## src/rtl/i2s_speaker_tx.sv

```systemverilog
// I2S serialiser for the Pmod I2S2 DAC: one free-running divider derives MCLK,
// SCK, LRCK and the slot timing; a left/right pair is captured atomically per frame.
module i2s_speaker_tx #(
  parameter int DATA_W = 16
) (
  input  logic              clk,
  input  logic              rst,
  input  logic [DATA_W-1:0] audio_left,
  input  logic [DATA_W-1:0] audio_right,
  input  logic              mute,
  output logic              audio_mclk,
  output logic              audio_sck,
  output logic              audio_lrck,
  output logic              audio_sdin,
  output logic              frame_tick
);

  logic [8:0]          cnt_q, cnt_d;
  logic [2*DATA_W-1:0] w_q, w_d;
  logic                sdin_q, sdin_d;

  logic       load_edge;
  logic       slot_edge;
  logic [4:0] slot_next;
  logic [4:0] bit_idx;

  assign load_edge = (cnt_q == 9'd511);
  assign slot_edge = (cnt_q[3:0] == 4'hF);
  assign slot_next = cnt_q[8:4] + 5'd1;
  // Slot n carries W[32-n]; the 5-bit wrap maps slot 0 onto W[0], the previous
  // frame's right LSB, which is still in W because the load is non-blocking.
  assign bit_idx   = 5'd0 - slot_next;

  always_comb begin
    cnt_d  = cnt_q + 9'd1;
    w_d    = w_q;
    sdin_d = sdin_q;
    if (load_edge) begin
      w_d = mute ? '0 : {audio_left, audio_right};
    end
    if (slot_edge) begin
      sdin_d = w_q[bit_idx];
    end
  end

  always_ff @(posedge clk) begin
    if (rst) begin
      cnt_q  <= '0;
      w_q    <= '0;
      sdin_q <= 1'b0;
    end else begin
      cnt_q  <= cnt_d;
      w_q    <= w_d;
      sdin_q <= sdin_d;
    end
  end

  assign audio_mclk = cnt_q[1];
  assign audio_sck  = cnt_q[3];
  assign audio_lrck = cnt_q[8];
  assign audio_sdin = sdin_q;
  assign frame_tick = load_edge;

endmodule

```

## config.mk

```make
export PLATFORM = sky130hd
export DESIGN_NAME = i2s_speaker_tx
export DESIGN_NICKNAME = d
export VERILOG_FILES = /design/src/rtl/i2s_speaker_tx.sv
export SDC_FILE = /design/constraint.sdc
export NUM_CORES = 1
export LEC_CHECK = 0
export ABC_AREA = 1
export CAP_MARGIN = 20
export CORE_UTILIZATION = 54
export DETAILED_ROUTE_END_ITERATION = 6
export PLACE_DENSITY_LB_ADDON = 0.2
export SLEW_MARGIN = 5
export SYNTH_ARGS = -nofsm -noshare
export SYNTH_HDL_FRONTEND = slang
export SYNTH_SLANG_ARGS = --single-unit
```

## constraint.sdc

```tcl
create_clock -name clk -period 3.6 [get_ports clk]
set_input_delay 0.9 -clock clk [delete_from_list [all_inputs] [get_ports clk]]
set_output_delay 0.9 -clock clk [all_outputs]
set_load 0.05 [all_outputs]
```

==> out/qor.txt, run 1 <==
Maximum VDD drop = 0.197 mV
Max-slew headroom = 0.381
Tcrit/Tclk final = 0.888
Finish-stage setup viols = 0
Filler cells = 316
Syn_nets = 301
Die Width = 61.2 um
Vias per Instance = 5.27
Clock root cell = clkbuf_4
Critical Path Sink Type = output port
Unrepaired setup endpoints after global routing = no
I/O Pins = 40
Max Freq = 313 MHz
WL per Instance = 12.2 um
Pleak = 0.822 nW
Tmin final = 3.20 ns
Slew Limit Fails = 0
Iter 0 DRT Violations = 115
Antenna-violating nets left = 0
Tot GR Track Use = 0.244
Setup TNS = 0 ns
Buffers on Ports = 39
Synth Area per Inst = 7.18 um2
Largest area contributor in the netlist = dfxtp_1
DR DRC count = 0
Critical-path maximum fanout = 4
Power Dens Cells = 328 nW/um2
DIE HEIGHT = 61.2 um
Routed WL = 4140 um
Setup bufs post-CTS = 0
Post-Syn Area = 1890 um2
TritonCTS clock tree = yes
Worst-Skew Late Latency = 0.36 ns
Number of synthesized register bits = 42
Synth-to-Final Area Change = 23.1%
Gpl congestion = 0.807
Status = finished clean
DR pass1 iterations = 5
Vias in the first global route = 1568
Netlist cell types = 21
Worst slew pin tran = 0.928 ns
Post-synthesis sequential area ratio = 0.445
Flop2flop setup slack = 0.77 ns
Antenna violations before repair = 0
Synth warn = 0
Count leader, synth = nand2_1
Fin. Hold Viols = 0
Clock skew = 0.00976 ns
HPWL after DPL = 2720 um
Largest net degree at the start of global routing = 33
ANT cells = 0
Core area = 3340 um2
Maxcap violations = 0
Worst Path Arrival = 2.30 ns
Async S/R FF share, synth = 0
Mapped Cells = 263
Max stage delay on crit path = 0.41 ns
Max clock buf depth = 2
Synth top area share = 0.445
Finished Core Util = 0.697
Via count = 1792
Top cells by count, synth = nand2_1 (75), nand3_1 (60), dfxtp_1 (42), a21oi_1 (36), clkbuf_1 (12)
Most frequent CP cell = ha_1
Layout Nets = 333
Starting Density = 0.566
Startpoint types = flop
Clk slew on worst S/H paths = 0.12 ns
Most area-consuming cells after synthesis = dfxtp_1 (45%), nand3_1 (16%), nand2_1 (15%), a21oi_1 (9.5%), clkbuf_1 (2.4%)
Worst hold path type = flop to flop
Max stage delay cell, worst path = dlymetal6s2s_1
CTS H-tree lvls = 2
Clock tree sinks = 42
Standard-cell rows = 21
Total CTS buffers = 5
First-pass GRT wire length = 6740 um
Worst EP required = 2.70 ns
Cts hold-fix bufs = 0
Min Hold Slack = 0.453 ns
Share of layout cells above drive strength 1 = 0.0476
DIE AREA = 3740 um2
EDFF count, synth = 0
Worst setup path class = flop to output port
CP Cell Sequence = ha_1, nand2_1, nor2_1, nand3_1, nor3_1, ha_1, dlymetal6s2s_1
Most used DFF post-synth = dfxtp_1
Grt ovf = 0
[power breakdown]
group | switching [mW] | total [mW] | internal, mW
clock | 0.143 | 0.231 | 0.0881
combinational | 0.0252 | 0.0628 | 0.0377
sequential | 0.00192 | 0.469 | 0.467
total | 0.170 | 0.763 | 0.593
[metrics by stage]
step / total power [mW] / setup WS, ns / std cells / area (um2)
floorplan: 0.500 / 0.695 / 263 / 1890
global placement: 0.542 / 0.513 / 334 / 2270
detailed placement: 0.543 / 0.455 / 334 / 2270
CTS: 0.764 / 0.0476 / 340 / 2320
global route: 0.793 / 0.190 / 340 / 2330
finish: 0.763 / 0.403 / 340 / 2330
[worst max-delay path, delay by kind of cell, from the launching register on]
kind          cells  cell delay [ns]
fa+ha+maj         2             0.37
buf+inv           1             0.41
flops             1             0.37
simple gates      4             0.78
[kinds of logic (layout without fill, tap and decap cells)]
logic type	after synthesis	in the layout	synth area share
AO/OA/AOI/OAI	41	41	0.111
flip-flops	42	42	0.445
buffers and inverters	29	60	0.0761
XOR/XNOR	1	1	0.00464
AND/OR/NAND/NOR	147	147	0.344
adder cells (fa/ha/maj)	3	3	0.0199
[metal layers]
layer | part of all wire | track usage
met1 | 0.46 | 0.299
met2 | 0.49 | 0.422
met3 | 0.043 | 0.0630
met4 | 0.012 | 0.0682
met5 | 0 | 0
[timing repair]
action | in CTS | in global routing
endpoints found under the setup margin | 0 | 1
resized for setup | 0 | 1
endpoints found under the hold margin | 0 | 0
[layout make-up]
cell class,instances,area (um2),area share
sequential,42,841,0.361
multi-input combinational,192,905,0.389
timing repair buffer,43,423,0.182
tap,46,57.6,0.0247
inverter,11,48.8,0.0210
clock buffer,6,51.3,0.0221
[registers in the layout (all words and copies together), names as in the netlist]
| register | count |
|---|---|
| cnt_q | 9 |
| w_q | 32 |
| audio_sdin | 1 |
[cells in the final DEF (no fill, tap or decap), types with 2 or more instances in the layout]
master and n:
ha_1 3, clkdlybuf4s50_1 38, dfxtp_1 42, nand3_1 60, clkbuf_4 5, nor2_1 8, o21ai_0 3, nand2_1 75
inv_1 9, buf_4 4, nor3_1 2, a21oi_1 36
[final timing paths]
path,startpoint,cells past startpoint,end
setup / recovery,cnt_q[1]$_SDFF_PP0_,7,frame_tick
hold / removal,cnt_q[0]$_SDFF_PP0_,1,cnt_q[0]$_SDFF_PP0_
setup reg to reg,cnt_q[1]$_SDFF_PP0_,9,w_q[27]$_SDFFE_PP0N_
hold reg to reg,cnt_q[0]$_SDFF_PP0_,1,cnt_q[0]$_SDFF_PP0_
No activity file was read; power rests on OpenSTA's default activity.
==> run 2: changes to the inputs <==
Settings changed: PLACE_DENSITY from default to 0.84, PLACE_DENSITY_LB_ADDON 0.2 to default.
==> out/qor.txt, run 2 (synthesis gave the netlist of run 1 again) <==
Clock skew = 0.0126 ns (was 0.00976 ns)
Hold endpoint = w_q[26]$_SDFFE_PP0N_ (was cnt_q[0]$_SDFF_PP0_)
Vias in the first global route = 1518 (was 1568)
Clk slew on worst S/H paths = 0.12 ns (about the same)
Worst EP required = 2.70 ns (about the same)
Critical-path maximum fanout = 4 (unchanged)
Total CTS buffers = 5 (unchanged)
Worst Path Arrival = 2.23 ns (was 2.30 ns)
First-pass GRT wire length = 6480 um (was 6740 um)
Buffers on Ports = 39 (unchanged)
Maxcap violations = 0 (unchanged)
Tmin final = 3.13 ns (was 3.20 ns)
DIE AREA = 3740 um2 (unchanged)
Gpl congestion = 0.835 (was 0.807)
Max clock buf depth = 2 (unchanged)
DR pass1 iterations = 4 (was 5)
Crit path buf inv count = 1 (unchanged)
Design Area, Final = 2320 um2 (was 2330 um2)
Die Width = 61.2 um (unchanged)
Vias per Instance = 5.32 (was 5.27)
Share of layout cells above drive strength 1 = 0.0441 (was 0.0476)
Routed WL = 4020 um (was 4140 um)
Clock root cell = clkbuf_4 (unchanged)
Slew Limit Fails = 0 (unchanged)
Hold depth = 2 (was 1)
Most flops, register = w_q (unchanged)
ANT cells = 0 (unchanged)
R2r worst-path depth = 9 (unchanged)
Power Dens Cells = 321 nW/um2 (was 328 nW/um2)
Critical Path Sink Type = output port (unchanged)
Worst setup path class = flop to output port (unchanged)
Finish-stage setup viols = 0 (unchanged)
Commonest non-fill, non-tap cell in the layout = nand2_1 (unchanged)
Max-slew headroom = 0.386 (was 0.381)
Iter 0 DRT Violations = 75 (was 115)
I/O Pins = 40 (unchanged)
Placed Cells = 334 (unchanged)
Most frequent CP cell = ha_1 (unchanged)
Largest register FFs = 32 (unchanged)
Tcrit/Tclk final = 0.869 (was 0.888)
RR Startpoint = cnt_q[0]$_SDFF_PP0_ (was cnt_q[1]$_SDFF_PP0_)
Worst-Skew Late Latency = 0.35 ns (was 0.36 ns)
Total Power = 0.746 mW (was 0.763 mW)
DR DRC count = 0 (unchanged)
Standard-cell rows = 21 (unchanged)
Grt ovf = 0 (unchanged)
Worst slew pin tran = 0.920 ns (was 0.928 ns)
Starting Density = 0.566 (unchanged)
WL per Instance = 11.8 um (was 12.2 um)
Antenna violations before repair = 0 (unchanged)
Largest net degree at the start of global routing = 33 (unchanged)
Layout Nets = 333 (unchanged)
Reg-to-reg critical path endpoint = w_q[9]$_SDFFE_PP0N_ (was w_q[27]$_SDFFE_PP0N_)
TritonCTS clock tree = yes (unchanged)
CTS H-tree lvls = 2 (unchanged)
Max stage delay cell, worst path = dlymetal6s2s_1 (unchanged)
Cts hold-fix bufs = 0 (unchanged)
Max Freq = 320 MHz (was 313 MHz)
Clock tree sinks = 42 (unchanged)
Max stage delay on crit path = 0.41 ns (about the same)
Synth-to-Final Area Change = 22.8% (was 23.1%)
Setup TNS = 0 ns (unchanged)
DIE HEIGHT = 61.2 um (unchanged)
Fin. Hold Viols = 0 (unchanged)
Crit-path leading delay family = simple AND/OR/NAND/NOR gates (unchanged)
Antenna-violating nets left = 0 (unchanged)
Flop2flop setup slack = 1.29 ns (was 0.77 ns)
Placed Instance Area = 2270 um2 (unchanged)
Pleak = 0.817 nW (was 0.822 nW)
Startpoint types = flop (unchanged)
Worst hold path type = flop to flop (unchanged)
Tot GR Track Use = 0.239 (was 0.244)
Via count = 1813 (was 1792)
Fin cells = 341 (was 340)
CP Cell Sequence = ha_1, nand2_1, nor2_1, nand3_1, nor3_1, ha_1, dlymetal6s2s_1 (unchanged)
Leading cell types in the layout, fill and taps excluded = nand2_1 (75), nand3_1 (60), dfxtp_1 (42), clkdlybuf4s50_1 (38), a21oi_1 (36) (unchanged)
Core area = 3340 um2 (unchanged)
HPWL after DPL = 2730 um (was 2720 um)
Maximum VDD drop = 0.242 mV (was 0.197 mV)
HP Start = w_q[26]$_SDFFE_PP0N_ (was cnt_q[0]$_SDFF_PP0_)
Unrepaired setup endpoints after global routing = no (unchanged)
Crit. Startpoint = cnt_q[0]$_SDFF_PP0_ (was cnt_q[1]$_SDFF_PP0_)
Status = finished clean (unchanged)
[run 2: cell type report]
cell class / count / area (um2)
sequential: 42 / 841
inverter: 11 / 48.8
multi-input combinational: 192 / 905
fill: 318 / 1020
clock buffer: 7 / 45.0
tap: 46 / 57.6
timing repair buffer: 43 / 423
[run 2: worst reg2reg max path, stage by stage, from the launching register on]
cell     delay [ns]
dfxtp_1        0.38
ha_1           0.17
nand2_1        0.08
nor2_1         0.24
nand3_1        0.17
nor3_1         0.23
ha_1           0.21
inv_1          0.39
nand2_1        0.20
a21oi_1        0.08
[run 2: how the worst max path moves through the flow]
stage                      end  slack (ns)  depth (start not counted)
CTS                 frame_tick        0.06                          7
global placement    frame_tick        0.50                          7
floorplan           frame_tick        0.69                          6
global route        frame_tick        0.24                          7
detailed placement  frame_tick        0.45                          7
finish              frame_tick        0.47                          7
[run 2: stage by stage]
stage | setup slack, ns | hold slack, ns | utilization
2_1_floorplan | 0.695 | 0.417 | -
3_3_place_gp | 0.504 | 0.430 | 0.681
3_5_place_dp | 0.451 | 0.456 | 0.681
4_1_cts | 0.0562 | 0.473 | 0.694
5_1_grt | 0.239 | 0.490 | 0.695
6_report | 0.470 | 0.472 | 0.695
[run 2: power breakdown]
part           switching, mW  total (mW)  internal, mW
clock network          0.140       0.214        0.0738
logic                 0.0251      0.0627        0.0376
registers            0.00191       0.469         0.467
[run 2: layer usage]
metal  GRT usage  share of wire  vias up
met4       0.104          0.012        0
met2       0.396           0.49       47
li1            -              -      936
met1       0.299           0.45      825
met3      0.0504          0.039        5
met5           0              0        -
[run 2: what timing repair did]
item / 4_1_cts / 5_1_grt
hold endpoints to repair: 0 / 0
setup buffers: 0 / 0
resized for setup: 0 / 1
endpoints found under the setup margin: 0 / 1
